### config.mk
export PLATFORM = sky130hd
export DESIGN_NAME = mm_tile_multiplier
export DESIGN_NICKNAME = d
export VERILOG_FILES = /design/src/rtl/mm_tile_multiplier.sv
export SDC_FILE = /design/constraint.sdc
export NUM_CORES = 2
export LEC_CHECK = 0
export CAP_MARGIN = 30
export CORE_MARGIN = 8
export CORE_UTILIZATION = 65
export CTS_BUF_LIST = sky130_fd_sc_hd__clkbuf_4
export DETAILED_ROUTE_END_ITERATION = 12
export DONT_BUFFER_PORTS = 1
export GPL_TIMING_DRIVEN = 0
export PLACE_DENSITY = 0.81
export SYNTH_ARGS = -nofsm -noshare
export SYNTH_HDL_FRONTEND = slang
export SYNTH_SLANG_ARGS = --single-unit
### constraint.sdc
create_clock -name aclk -period 11.1 [get_ports aclk]
set_input_delay 3.33 -clock aclk [delete_from_list [all_inputs] [get_ports aclk]]
set_output_delay 3.33 -clock aclk [all_outputs]
set_load 0.02 [all_outputs]
### src/rtl/mm_tile_multiplier.sv
// Row-serial tiled matrix multiplier: C = A*B or C += A*B, with A (MxK), B (KxN) and C (MxN)
// held row-major in one shared single-port BRAM. N MAC lanes produce one row of C per pass.
module mm_tile_multiplier #(
    parameter  int unsigned L_M      = 2,
    parameter  int unsigned L_K      = 2,
    parameter  int unsigned L_N      = 2,
    parameter  int unsigned BITWIDTH = 32,
    localparam int unsigned ADDR_W   =
        (((L_M + L_K) > (L_K + L_N))
            ? (((L_M + L_K) > (L_M + L_N)) ? (L_M + L_K) : (L_M + L_N))
            : (((L_K + L_N) > (L_M + L_N)) ? (L_K + L_N) : (L_M + L_N))) + 2
) (
    input  logic                aclk,
    input  logic                aresetn,
    input  logic                start,
    input  logic                accumulate,
    input  logic [BITWIDTH-1:0] rddata,
    output logic [ADDR_W-1:0]   addr,
    output logic [BITWIDTH-1:0] wrdata,
    output logic                we,
    output logic                busy,
    output logic                done
);

    localparam int unsigned M         = 1 << L_M;
    localparam int unsigned K         = 1 << L_K;
    localparam int unsigned N         = 1 << L_N;
    localparam int unsigned MK        = M * K;
    localparam int unsigned KN        = K * N;
    localparam int unsigned BASE_C    = MK + KN;
    localparam int unsigned LOAD_LAST = MK + KN;
    localparam int unsigned CNT_W     = ADDR_W;
    localparam int unsigned ROW_W     = L_M + 1;
    // Index widths are kept at least 1 bit so degenerate (size 1) dimensions stay legal
    localparam int unsigned AIW       = ((L_M + L_K) > 0) ? (L_M + L_K) : 1;
    localparam int unsigned BIW       = ((L_K + L_N) > 0) ? (L_K + L_N) : 1;
    localparam int unsigned LW        = (L_N > 0) ? L_N : 1;
    localparam int unsigned ACC_N     = 1 << LW;

    typedef enum logic [2:0] {
        S_IDLE,
        S_LOAD,
        S_RDC,
        S_CALC,
        S_WRT,
        S_DONE
    } state_e;

    state_e                state_q, state_d;
    logic [CNT_W-1:0]      cnt_q, cnt_d;
    logic [ROW_W-1:0]      row_q, row_d;
    logic                  mode_q, mode_d;
    logic [BITWIDTH-1:0]   acc_q [ACC_N];
    logic [BITWIDTH-1:0]   acc_d [ACC_N];
    logic [BITWIDTH-1:0]   abuf_q [1 << AIW];
    logic [BITWIDTH-1:0]   bbuf_q [1 << BIW];

    logic [ADDR_W-1:0]     addr_q, addr_d;
    logic [BITWIDTH-1:0]   wrdata_q, wrdata_d;
    logic                  we_q, we_d;
    logic                  busy_q, busy_d;
    logic                  done_q, done_d;

    assign addr   = addr_q;
    assign wrdata = wrdata_q;
    assign we     = we_q;
    assign busy   = busy_q;
    assign done   = done_q;

    // Next-state, MAC datapath and registered-output decode (outputs follow the next state)
    always_comb begin
        state_d  = state_q;
        cnt_d    = cnt_q;
        row_d    = row_q;
        mode_d   = mode_q;
        acc_d    = acc_q;
        addr_d   = '0;
        wrdata_d = '0;
        we_d     = 1'b0;
        busy_d   = 1'b0;
        done_d   = 1'b0;

        case (state_q)
            S_IDLE: begin
                if (start) begin
                    mode_d  = accumulate;
                    cnt_d   = '0;
                    state_d = S_LOAD;
                end
            end
            S_LOAD: begin
                if (32'(cnt_q) == LOAD_LAST) begin
                    cnt_d = '0;
                    row_d = '0;
                    if (mode_q) begin
                        state_d = S_RDC;
                    end else begin
                        state_d = S_CALC;
                        for (int j = 0; j < ACC_N; j++) acc_d[j] = '0;
                    end
                end else begin
                    cnt_d = cnt_q + CNT_W'(1);
                end
            end
            S_RDC: begin
                if (cnt_q != '0) acc_d[LW'(32'(cnt_q) - 1)] = rddata;
                if (32'(cnt_q) == N) begin
                    cnt_d   = '0;
                    state_d = S_CALC;
                end else begin
                    cnt_d = cnt_q + CNT_W'(1);
                end
            end
            S_CALC: begin
                for (int j = 0; j < N; j++) begin
                    acc_d[LW'(j)] = acc_q[LW'(j)]
                        + abuf_q[AIW'((32'(row_q) << L_K) + 32'(cnt_q))]
                        * bbuf_q[BIW'((32'(cnt_q) << L_N) + 32'(j))];
                end
                if (32'(cnt_q) == K - 1) begin
                    cnt_d   = '0;
                    state_d = S_WRT;
                end else begin
                    cnt_d = cnt_q + CNT_W'(1);
                end
            end
            S_WRT: begin
                if (32'(cnt_q) == N - 1) begin
                    cnt_d = '0;
                    if (row_q == ROW_W'(M - 1)) begin
                        state_d = S_DONE;
                    end else begin
                        row_d = row_q + ROW_W'(1);
                        if (mode_q) begin
                            state_d = S_RDC;
                        end else begin
                            state_d = S_CALC;
                            for (int j = 0; j < ACC_N; j++) acc_d[j] = '0;
                        end
                    end
                end else begin
                    cnt_d = cnt_q + CNT_W'(1);
                end
            end
            S_DONE: begin
                state_d = S_IDLE;
            end
            default: begin
                state_d = S_IDLE;
            end
        endcase

        busy_d = (state_d != S_IDLE);
        done_d = (state_d == S_DONE);
        case (state_d)
            S_LOAD: begin
                if (32'(cnt_d) < LOAD_LAST) addr_d = ADDR_W'(cnt_d);
            end
            S_RDC: begin
                if (32'(cnt_d) < N) addr_d = ADDR_W'(BASE_C + (32'(row_d) << L_N) + 32'(cnt_d));
            end
            S_WRT: begin
                we_d     = 1'b1;
                addr_d   = ADDR_W'(BASE_C + (32'(row_d) << L_N) + 32'(cnt_d));
                wrdata_d = acc_d[LW'(cnt_d)];
            end
            default: begin
                addr_d = '0;
            end
        endcase
    end

    // Control state, counters and registered BRAM-side outputs
    always_ff @(posedge aclk or negedge aresetn) begin
        if (!aresetn) begin
            state_q  <= S_IDLE;
            cnt_q    <= '0;
            row_q    <= '0;
            mode_q   <= 1'b0;
            addr_q   <= '0;
            wrdata_q <= '0;
            we_q     <= 1'b0;
            busy_q   <= 1'b0;
            done_q   <= 1'b0;
        end else begin
            state_q  <= state_d;
            cnt_q    <= cnt_d;
            row_q    <= row_d;
            mode_q   <= mode_d;
            addr_q   <= addr_d;
            wrdata_q <= wrdata_d;
            we_q     <= we_d;
            busy_q   <= busy_d;
            done_q   <= done_d;
        end
    end

    // Lane accumulators
    always_ff @(posedge aclk or negedge aresetn) begin
        if (!aresetn) begin
            for (int j = 0; j < ACC_N; j++) acc_q[j] <= '0;
        end else begin
            acc_q <= acc_d;
        end
    end

    // Operand capture during LOAD; read data lags the issued address by one cycle
    always_ff @(posedge aclk) begin
        if (state_q == S_LOAD && cnt_q != '0) begin
            if (32'(cnt_q) <= MK) begin
                abuf_q[AIW'(32'(cnt_q) - 1)] <= rddata;
            end else begin
                bbuf_q[BIW'(32'(cnt_q) - 1 - MK)] <= rddata;
            end
        end
    end

endmodule

# [Word level (Yosys, flattened, before mapping)]
# Memory sizes are Yosys's and may differ from the RTL's.
# Cells that the tools add are included.
# W data, S select, Z words.
[totals] ff_bits=182 mem_bits_rw=1024 in_bits=36 output_inout_bits=41 memories=2
[op_classes] n_addsub=10 n_mul=2 magnitude_cmp=6 eq_ne=12 n_mux=41 n_bitwise=2 n_reduce_logical=7
[mem_list] memory="abuf_q" words=16 width=32 read_ports=1 rd_ports_with_merged_regs=0 write_ports=1 line="55" source="logic [BITWIDTH-1:0] abuf_q [1 << AIW];"
[mem_list] memory="bbuf_q" words=16 width=32 read_ports=2 rd_ports_with_merged_regs=0 write_ports=1 line="56" source="logic [BITWIDTH-1:0] bbuf_q [1 << BIW];"
[ops] cell="$mux W128" count=5
[ops] cell="$pmux W64 S4" count=1
[ops] cell="$pmux W64 S3" count=1
[ops] cell="$bwmux W128" count=1
[ops] cell="$mux W32" count=4
[ops] cell="$add A32 B32 Y32" count=2
[ops] cell="$bmux W32 S2" count=1
[ops] cell="$demux W32 S2" count=1
[ops] cell="$mul A32 B32 Y32" count=2
[ops] cell="$mux W6" count=6
[ops] cell="$mux W3" count=9
[ops] cell="$pmux W6 S4" count=1
[ops] cell="$pmux W6 S3" count=1
[ops] cell="$pmux W3 S5" count=1
[ops] cell="$eq A3 B2 Y1 const B" count=4
[ops] cell="$eq A3 B3 Y1 const B" count=3
[ops] cell="$mux W1" count=8
[ops] cell="$sub A4 B1 Y4 const B" count=2
[ops] cell="$add A6 B1 Y6 const B" count=1
[ops] cell="$add A6 B5 Y6 const A" count=1
[ops] cell="$add A6 B6 Y6" count=1
[ops] cell="$eq A3 B1 Y1 const B" count=2
[ops] cell="$eq A6 B2 Y1 const B" count=1
[ops] cell="$eq A6 B3 Y1 const B" count=1
[ops] cell="other kinds (17)" count=20

# [Logic depth before layout (Yosys ltp)]
[depth] word_depth=13 ltp_mapped=40

# [Worst setup path after synthesis]
# OpenSTA, ideal clock, no wires.
[synth_path] kind="register to register" startpoint="reg cnt_q[2]" endpoint="reg wrdata_q[31], in the netlist wrdata[31]" setup_time_ns=0.078 t_arrival_ns=8.870 required_time_ns=11.022 path_slack_ns=2.152 stages_incl_launch_ff=37 path_buffers=5 synth_period_minus_slack_ns=8.948 cell_sequence="dfrtp_1 > ha_1 > xnor3_2 > buf_6 > buf_6 > buf_6 > mux2i_1 > mux2_2 > clkbuf_1 > clkbuf_1 > nor2_1 > fa_1 > fa_1 > fa_1 > inv_1 > fa_1 > inv_1 > ha_1 > ha_1 > fa_1 > inv_1 > fa_1 > inv_1 > ha_1 > a21o_1 > a21o_1 > a21o_1 > a31oi_1 > o21ai_0 > and3_1 > o31a_1 > a21o_1 > a31oi_1 > xnor2_1 > o21a_1 > a211o_1 > a21oi_2"
[synth_between] elab_chain_cells=9 elab_cells_between_ends=30
[synth_lines] item="start: declaration" line="50" source="logic [CNT_W-1:0] cnt_q, cnt_d;"
[synth_lines] item="start signal: assignment" line="187" source="cnt_q <= cnt_d;"
[synth_lines] item="$add A4 B4 Y4"
[synth_lines] item="$mem_v2 Z16 W32"
[synth_lines] item="$mul A32 B32 Y32" line="118" source="* bbuf_q[BIW'((32'(cnt_q) << L_N) + 32'(j))];"
[synth_lines] item="$add A32 B32 Y32" line="117" source="+ abuf_q[AIW'((32'(row_q) << L_K) + 32'(cnt_q))]"
[synth_lines] item="$pmux W64 S4" line="83" source="case (state_q)"
[synth_lines] item="$bmux W32 S2" line="165" source="wrdata_d = acc_d[LW'(cnt_d)];"
[synth_lines] item="$mux W32 (not written as such) (2 in a row)" line="165"
[synth_lines] item="$mux W32 (*)" line="155" source="case (state_d)"
[synth_lines] item="net wrdata_d[31]" line="59" source="logic [BITWIDTH-1:0] wrdata_q, wrdata_d;"
[synth_lines] item="end signal: assignment" line="191" source="wrdata_q <= wrdata_d;"
[synth_lines] item="end: declaration" line="59"
# Mark *: on every way through the listed nets, which the timed path passes. The rest lies on a longest branch. The select of a mux whose other input is x is not followed.
# A chain may end at the register's enable or synchronous reset.

# [Final worst setup path]
[layout_path] startpoint="reg row_q[0]" endpoint="reg wrdata_q[31], in the netlist wrdata[31]"
[layout_between] elab_chain_cells=9 elab_cells_between_ends=19
[layout_lines] item="start: declaration" line="51" source="logic [ROW_W-1:0] row_q, row_d;"
[layout_lines] item="start signal: assignment" line="188" source="row_q <= row_d;"
[layout_lines] item="$add A4 B4 Y4"
[layout_lines] item="$mem_v2 Z16 W32"
[layout_lines] item="$mul A32 B32 Y32" line="118"
[layout_lines] item="$add A32 B32 Y32" line="117"
[layout_lines] item="$pmux W64 S4" line="83"
[layout_lines] item="$bmux W32 S2" line="165"
[layout_lines] item="$mux W32 (not written as such) (2 in a row)" line="165"
[layout_lines] item="$mux W32 (*)" line="155"
[layout_lines] item="net wrdata_d[31]" line="59"
# Marks and branches as above.

==> impl_metrics.prom <==
# TYPE chip_impl_metric gauge
chip_impl_metric{name="synthesis_to_layout_area_growth",unit="%"} 9.26
chip_impl_metric{name="max-cap-violations",unit=""} 0
chip_impl_info{name="dominantRegCellSynth",value="sky130_fd_sc_hd__edfxtp_1"} 1
chip_impl_metric{name="dieHeight",unit="um"} 345
chip_impl_metric{name="first_global_vias",unit=""} 53300
chip_impl_info{name="grt_busiest_layer",value="met2"} 1
chip_impl_metric{name="layout.nets",unit=""} 7321
chip_impl_info{name="timing.rr.start",value="row_q[0]$_DFF_PN0_"} 1
chip_impl_metric{name="worstPathArrival",unit="ns"} 12.25
chip_impl_metric{name="clock_insertion_delay_worst_skew",unit="ns"} 1.08
chip_impl_metric{name="floorplan.die_area",unit="um2"} 119000
chip_impl_metric{name="drive_above_1_share",unit=""} 0.138
chip_impl_metric{name="grt_pass1_wl",unit="um"} 387000
chip_impl_metric{name="numPortBuffers",unit=""} 0
chip_impl_metric{name="slew-limit-headroom",unit=""} 0.0520
chip_impl_metric{name="post_synth_inst_count",unit=""} 5838
chip_impl_metric{name="netlist-cell-type-count",unit=""} 74
chip_impl_metric{name="layout_setup_ws",unit="ns"} -0.196
chip_impl_metric{name="final.min_clock_period",unit="ns"} 11.30
chip_impl_metric{name="core.rowCount",unit=""} 120
chip_impl_metric{name="htree_levels",unit=""} 4
chip_impl_metric{name="ctsHoldBuffers",unit=""} 0
chip_impl_info{name="kind_of_cell_adding_the_most_delay_to_the_critical_path",value="adder cells"} 1
chip_impl_info{name="holdCritStartpoint",value="acc_q[56]$_DFF_PN0_"} 1
chip_impl_metric{name="cts_sinks",unit=""} 950
chip_impl_metric{name="report.final.hold_viol_count",unit=""} 0
chip_impl_metric{name="synth-warning-count",unit=""} 0
chip_impl_info{name="slowest_stage",value="sky130_fd_sc_hd__mux2i_2"} 1
chip_impl_metric{name="critical_path_peak_fanout",unit=""} 10
chip_impl_metric{name="grtUsageMet3",unit=""} 0.162
chip_impl_info{name="run_status",value="finished with violations"} 1
chip_impl_info{name="crit_path_end_kind",value="register"} 1
chip_impl_metric{name="detail_route.iter0.violations",unit=""} 8829
chip_impl_metric{name="core_region_area",unit="um2"} 107000
chip_impl_metric{name="initial_utilization",unit=""} 0.656
chip_impl_metric{name="gr_util_met1",unit=""} 0.550
chip_impl_metric{name="clock_buffer_count_from_cts",unit=""} 196
chip_impl_metric{name="critical-path-max-stage-delay",unit="ns"} 1.03
chip_impl_info{name="timing.critical_path.from",value="row_q[0]$_DFF_PN0_"} 1
chip_impl_metric{name="actual_transition_at_the_worst_max_transition_pin",unit="ns"} 1.42
chip_impl_info{name="setup.worst_path.start_class",value="register"} 1
chip_impl_info{name="violations_in_the_final_reports",value="negative setup slack"} 1
chip_impl_metric{name="timing.critical_path.buf_inv",unit=""} 7
chip_impl_metric{name="max_freq",unit="MHz"} 88.5
chip_impl_metric{name="drv_slew",unit=""} 0
chip_impl_metric{name="synth_seq_cells",unit=""} 950
chip_impl_metric{name="grt_max_degree",unit=""} 183
chip_impl_metric{name="finalWirelength",unit="um"} 285000
chip_impl_metric{name="whs",unit="ns"} 0.500
chip_impl_metric{name="hpwl",unit="um"} 203000
chip_impl_metric{name="grtUsageTotal",unit=""} 0.471
chip_impl_info{name="synth.area.top_cells",value="sky130_fd_sc_hd__edfxtp_1, sky130_fd_sc_hd__fa_1, sky130_fd_sc_hd__dfrtp_1, sky130_fd_sc_hd__inv_1, sky130_fd_sc_hd__mux4_2"} 1
chip_impl_metric{name="clockBufferDepth",unit=""} 3
chip_impl_metric{name="synth_fp_nets",unit=""} 7010
chip_impl_metric{name="cp_data_required_time",unit="ns"} 12.06
chip_impl_metric{name="avgRoutedWirePerCell",unit="um"} 36.9
chip_impl_info{name="holdCritPathClass",value="reg2reg"} 1
chip_impl_metric{name="final_antenna_net_count",unit=""} 0
chip_impl_metric{name="remaining_drc_errors",unit=""} 0
chip_impl_info{name="most_frequent_standard_cell_in_the_layout_excluding_fill_and_tap_cells",value="sky130_fd_sc_hd__inv_1"} 1
chip_impl_metric{name="gp_congestion",unit=""} 1.10
chip_impl_metric{name="synth_enable_flop_cells",unit=""} 768
chip_impl_metric{name="grtUsageMet2",unit=""} 0.701
chip_impl_metric{name="via_per_inst",unit=""} 6.84
chip_impl_metric{name="number_of_antenna_violations_at_the_first_check_in_global_routing",unit=""} 23
chip_impl_metric{name="layout.filler_cells",unit=""} 7144
chip_impl_metric{name="synth_top_area_share",unit=""} 0.328
chip_impl_metric{name="avgSynthCellArea",unit="um2"} 12.0
chip_impl_info{name="synthDominantAreaCellType",value="sky130_fd_sc_hd__edfxtp_1"} 1
chip_impl_info{name="crit_type",value="reg2reg"} 1
chip_impl_metric{name="detailedRoute.firstPassIterationCount",unit=""} 13
chip_impl_info{name="cts_root_buf",value="sky130_fd_sc_hd__clkbuf_4"} 1
chip_impl_metric{name="layout_worst_path_cycle_share",unit=""} 1.02
chip_impl_metric{name="io-pin-count",unit=""} 77
chip_impl_metric{name="synth-async-reset-ratio",unit=""} 0.192
chip_impl_info{name="cts_tree",value="done"} 1
chip_impl_metric{name="fin_worst_skew",unit="ns"} 0.109
chip_impl_metric{name="syn_area",unit="um2"} 70200
chip_impl_metric{name="worst_setup_hold_path_clk_slew",unit="ns"} 0.10
chip_impl_info{name="most-common-layout-cells",value="sky130_fd_sc_hd__inv_1, sky130_fd_sc_hd__fa_1, sky130_fd_sc_hd__edfxtp_1"} 1
chip_impl_metric{name="overflow",unit=""} 0
chip_impl_metric{name="timing.final.setup_violations",unit=""} 10
chip_impl_metric{name="die-width",unit="um"} 345
chip_impl_info{name="cell_type_with_the_highest_occurrence_count_on_the_critical_path",value="sky130_fd_sc_hd__xnor2_1"} 1
chip_impl_metric{name="synth_sequential_area_ratio",unit=""} 0.393
chip_impl_metric{name="dr_vias",unit=""} 52800
[final cells by class]
cell class / instances / area (um2) / share of cell area
multi-input cells: 3571 / 37800 / 0.493
inverters: 1041 / 3910 / 0.0510
flip-flops and latches: 950 / 27600 / 0.360
clock buffers: 283 / 2120 / 0.0277
clock inverters: 62 / 344 / 0.00448
diodes: 19 / 47.5 / 0.000620
well taps: 1403 / 1760 / 0.0229
plain buffers: 267 / 1420 / 0.0185
repair buffers: 122 / 1690 / 0.0221
[path summary, 6_finish.rpt]
| kind | end | slack [ns] | cells after the start |
|---|---|---|---|
| setup / recovery | wrdata[31]$_DFF_PN0_ | -0.20 | 31 |
| hold / removal | acc_q[56]$_DFF_PN0_ | 0.50 | 1 |
| setup reg to reg | wrdata[31]$_DFF_PN0_ | -0.20 | 31 |
| hold reg to reg | acc_q[56]$_DFF_PN0_ | 0.50 | 1 |
| max in group asynchronous | acc_q[92]$_DFF_PN0_ | 8.88 | 0 |
| min in group asynchronous | cnt_q[5]$_DFF_PN0_ | 1.95 | 0 |
[synthesized netlist by cell type (16+ instances only)]
library cell	n
sky130_fd_sc_hd__mux4_2	144
sky130_fd_sc_hd__a21o_1	45
sky130_fd_sc_hd__mux2_2	67
sky130_fd_sc_hd__buf_4	21
sky130_fd_sc_hd__o211ai_1	18
sky130_fd_sc_hd__a21oi_1	68
sky130_fd_sc_hd__a22o_1	39
sky130_fd_sc_hd__a32oi_1	16
sky130_fd_sc_hd__o21ai_1	23
sky130_fd_sc_hd__inv_1	1038
sky130_fd_sc_hd__ha_1	259
sky130_fd_sc_hd__nor2b_1	36
sky130_fd_sc_hd__nand2b_1	69
sky130_fd_sc_hd__xor2_1	44
sky130_fd_sc_hd__or2_2	43
sky130_fd_sc_hd__dfrtp_1	182
sky130_fd_sc_hd__and2_1	41
sky130_fd_sc_hd__buf_6	17
sky130_fd_sc_hd__a32o_1	28
sky130_fd_sc_hd__fa_1	877
sky130_fd_sc_hd__nand2_1	493
sky130_fd_sc_hd__o21ai_0	79
sky130_fd_sc_hd__o21a_1	40
sky130_fd_sc_hd__edfxtp_1	768
sky130_fd_sc_hd__nor3_1	17
sky130_fd_sc_hd__mux2i_1	133
sky130_fd_sc_hd__nor2_1	688
sky130_fd_sc_hd__a222oi_1	29
sky130_fd_sc_hd__xnor2_1	127
sky130_fd_sc_hd__buf_2	25
sky130_fd_sc_hd__clkbuf_1	198
[flip-flops by register name, summed over array words and instances, names as in the netlist]
| name | flops |
|---|---|
| abuf_q | 512 |
| acc_q | 128 |
| addr | 6 |
| bbuf_q | 256 |
| busy | 1 |
| cnt_q | 6 |
| done | 1 |
| mode_q | 1 |
| row_q | 3 |
| state_q | 3 |
| we | 1 |
| wrdata | 32 |
[logic make-up (layout without fill, tap and decap cells)]
| logic type | count (synthesis) | count (layout) | synth area share |
|---|---|---|---|
| and+or+nand+nor | 1435 | 1435 | 0.0856 |
| buffers and inverters | 1317 | 1775 | 0.0742 |
| adders and majority gates | 1136 | 1136 | 0.296 |
| DFF | 950 | 950 | 0.393 |
| AOI/OAI and AO/OA | 466 | 466 | 0.0472 |
| muxes | 359 | 359 | 0.0809 |
| xor gates and xnor gates | 175 | 175 | 0.0226 |
| other | 0 | 19 | 0 |
[what timing repair did]
action | CTS | global route
buffers inserted | 10 | 5
cloned | 0 | 0
setup endpoints to repair | 34 | 17
resized for setup | 47 | 99
pin swaps | 3 | 0
[metal layers]
metal	vias to the layer above	wire length [um]
li1	19700	-
met1	25800	87100
met2	5550	122000
met3	1764	42600
met4	16	33100
met5	-	158
[worst register-to-register path: cells and delay by family, from the launching register on]
kind,cells,cell delay [ns]
adders and majority gates,9,4.44
xor gates and xnor gates,10,2.35
DFF,1,0.48
muxes,1,1.03
buffers and inverters,7,2.03
and+or+nand+nor,1,0.09
AOI/OAI and AO/OA,3,0.76
[metrics by stage]
step | cell area (um2) | setup TNS, ns | utilization | cells | setup slack, ns
2_1_floorplan | 70200 | 0 | - | 5838 | 2.15
3_3_place_gp | 72000 | -55.41 | 0.672 | 7241 | -2.29
3_5_place_dp | 73800 | -16.65 | 0.689 | 7342 | -1.38
4_1_cts | 76400 | 0 | 0.714 | 7690 | 0.00195
5_1_grt | 76700 | -0.924 | 0.716 | 7705 | -0.194
6_report | 76700 | -1.30 | 0.717 | 7718 | -0.196
Power is left out: the tool's default activity adds up to more than one toggle a clock period on the data nets, which glitch-free logic cannot reach.
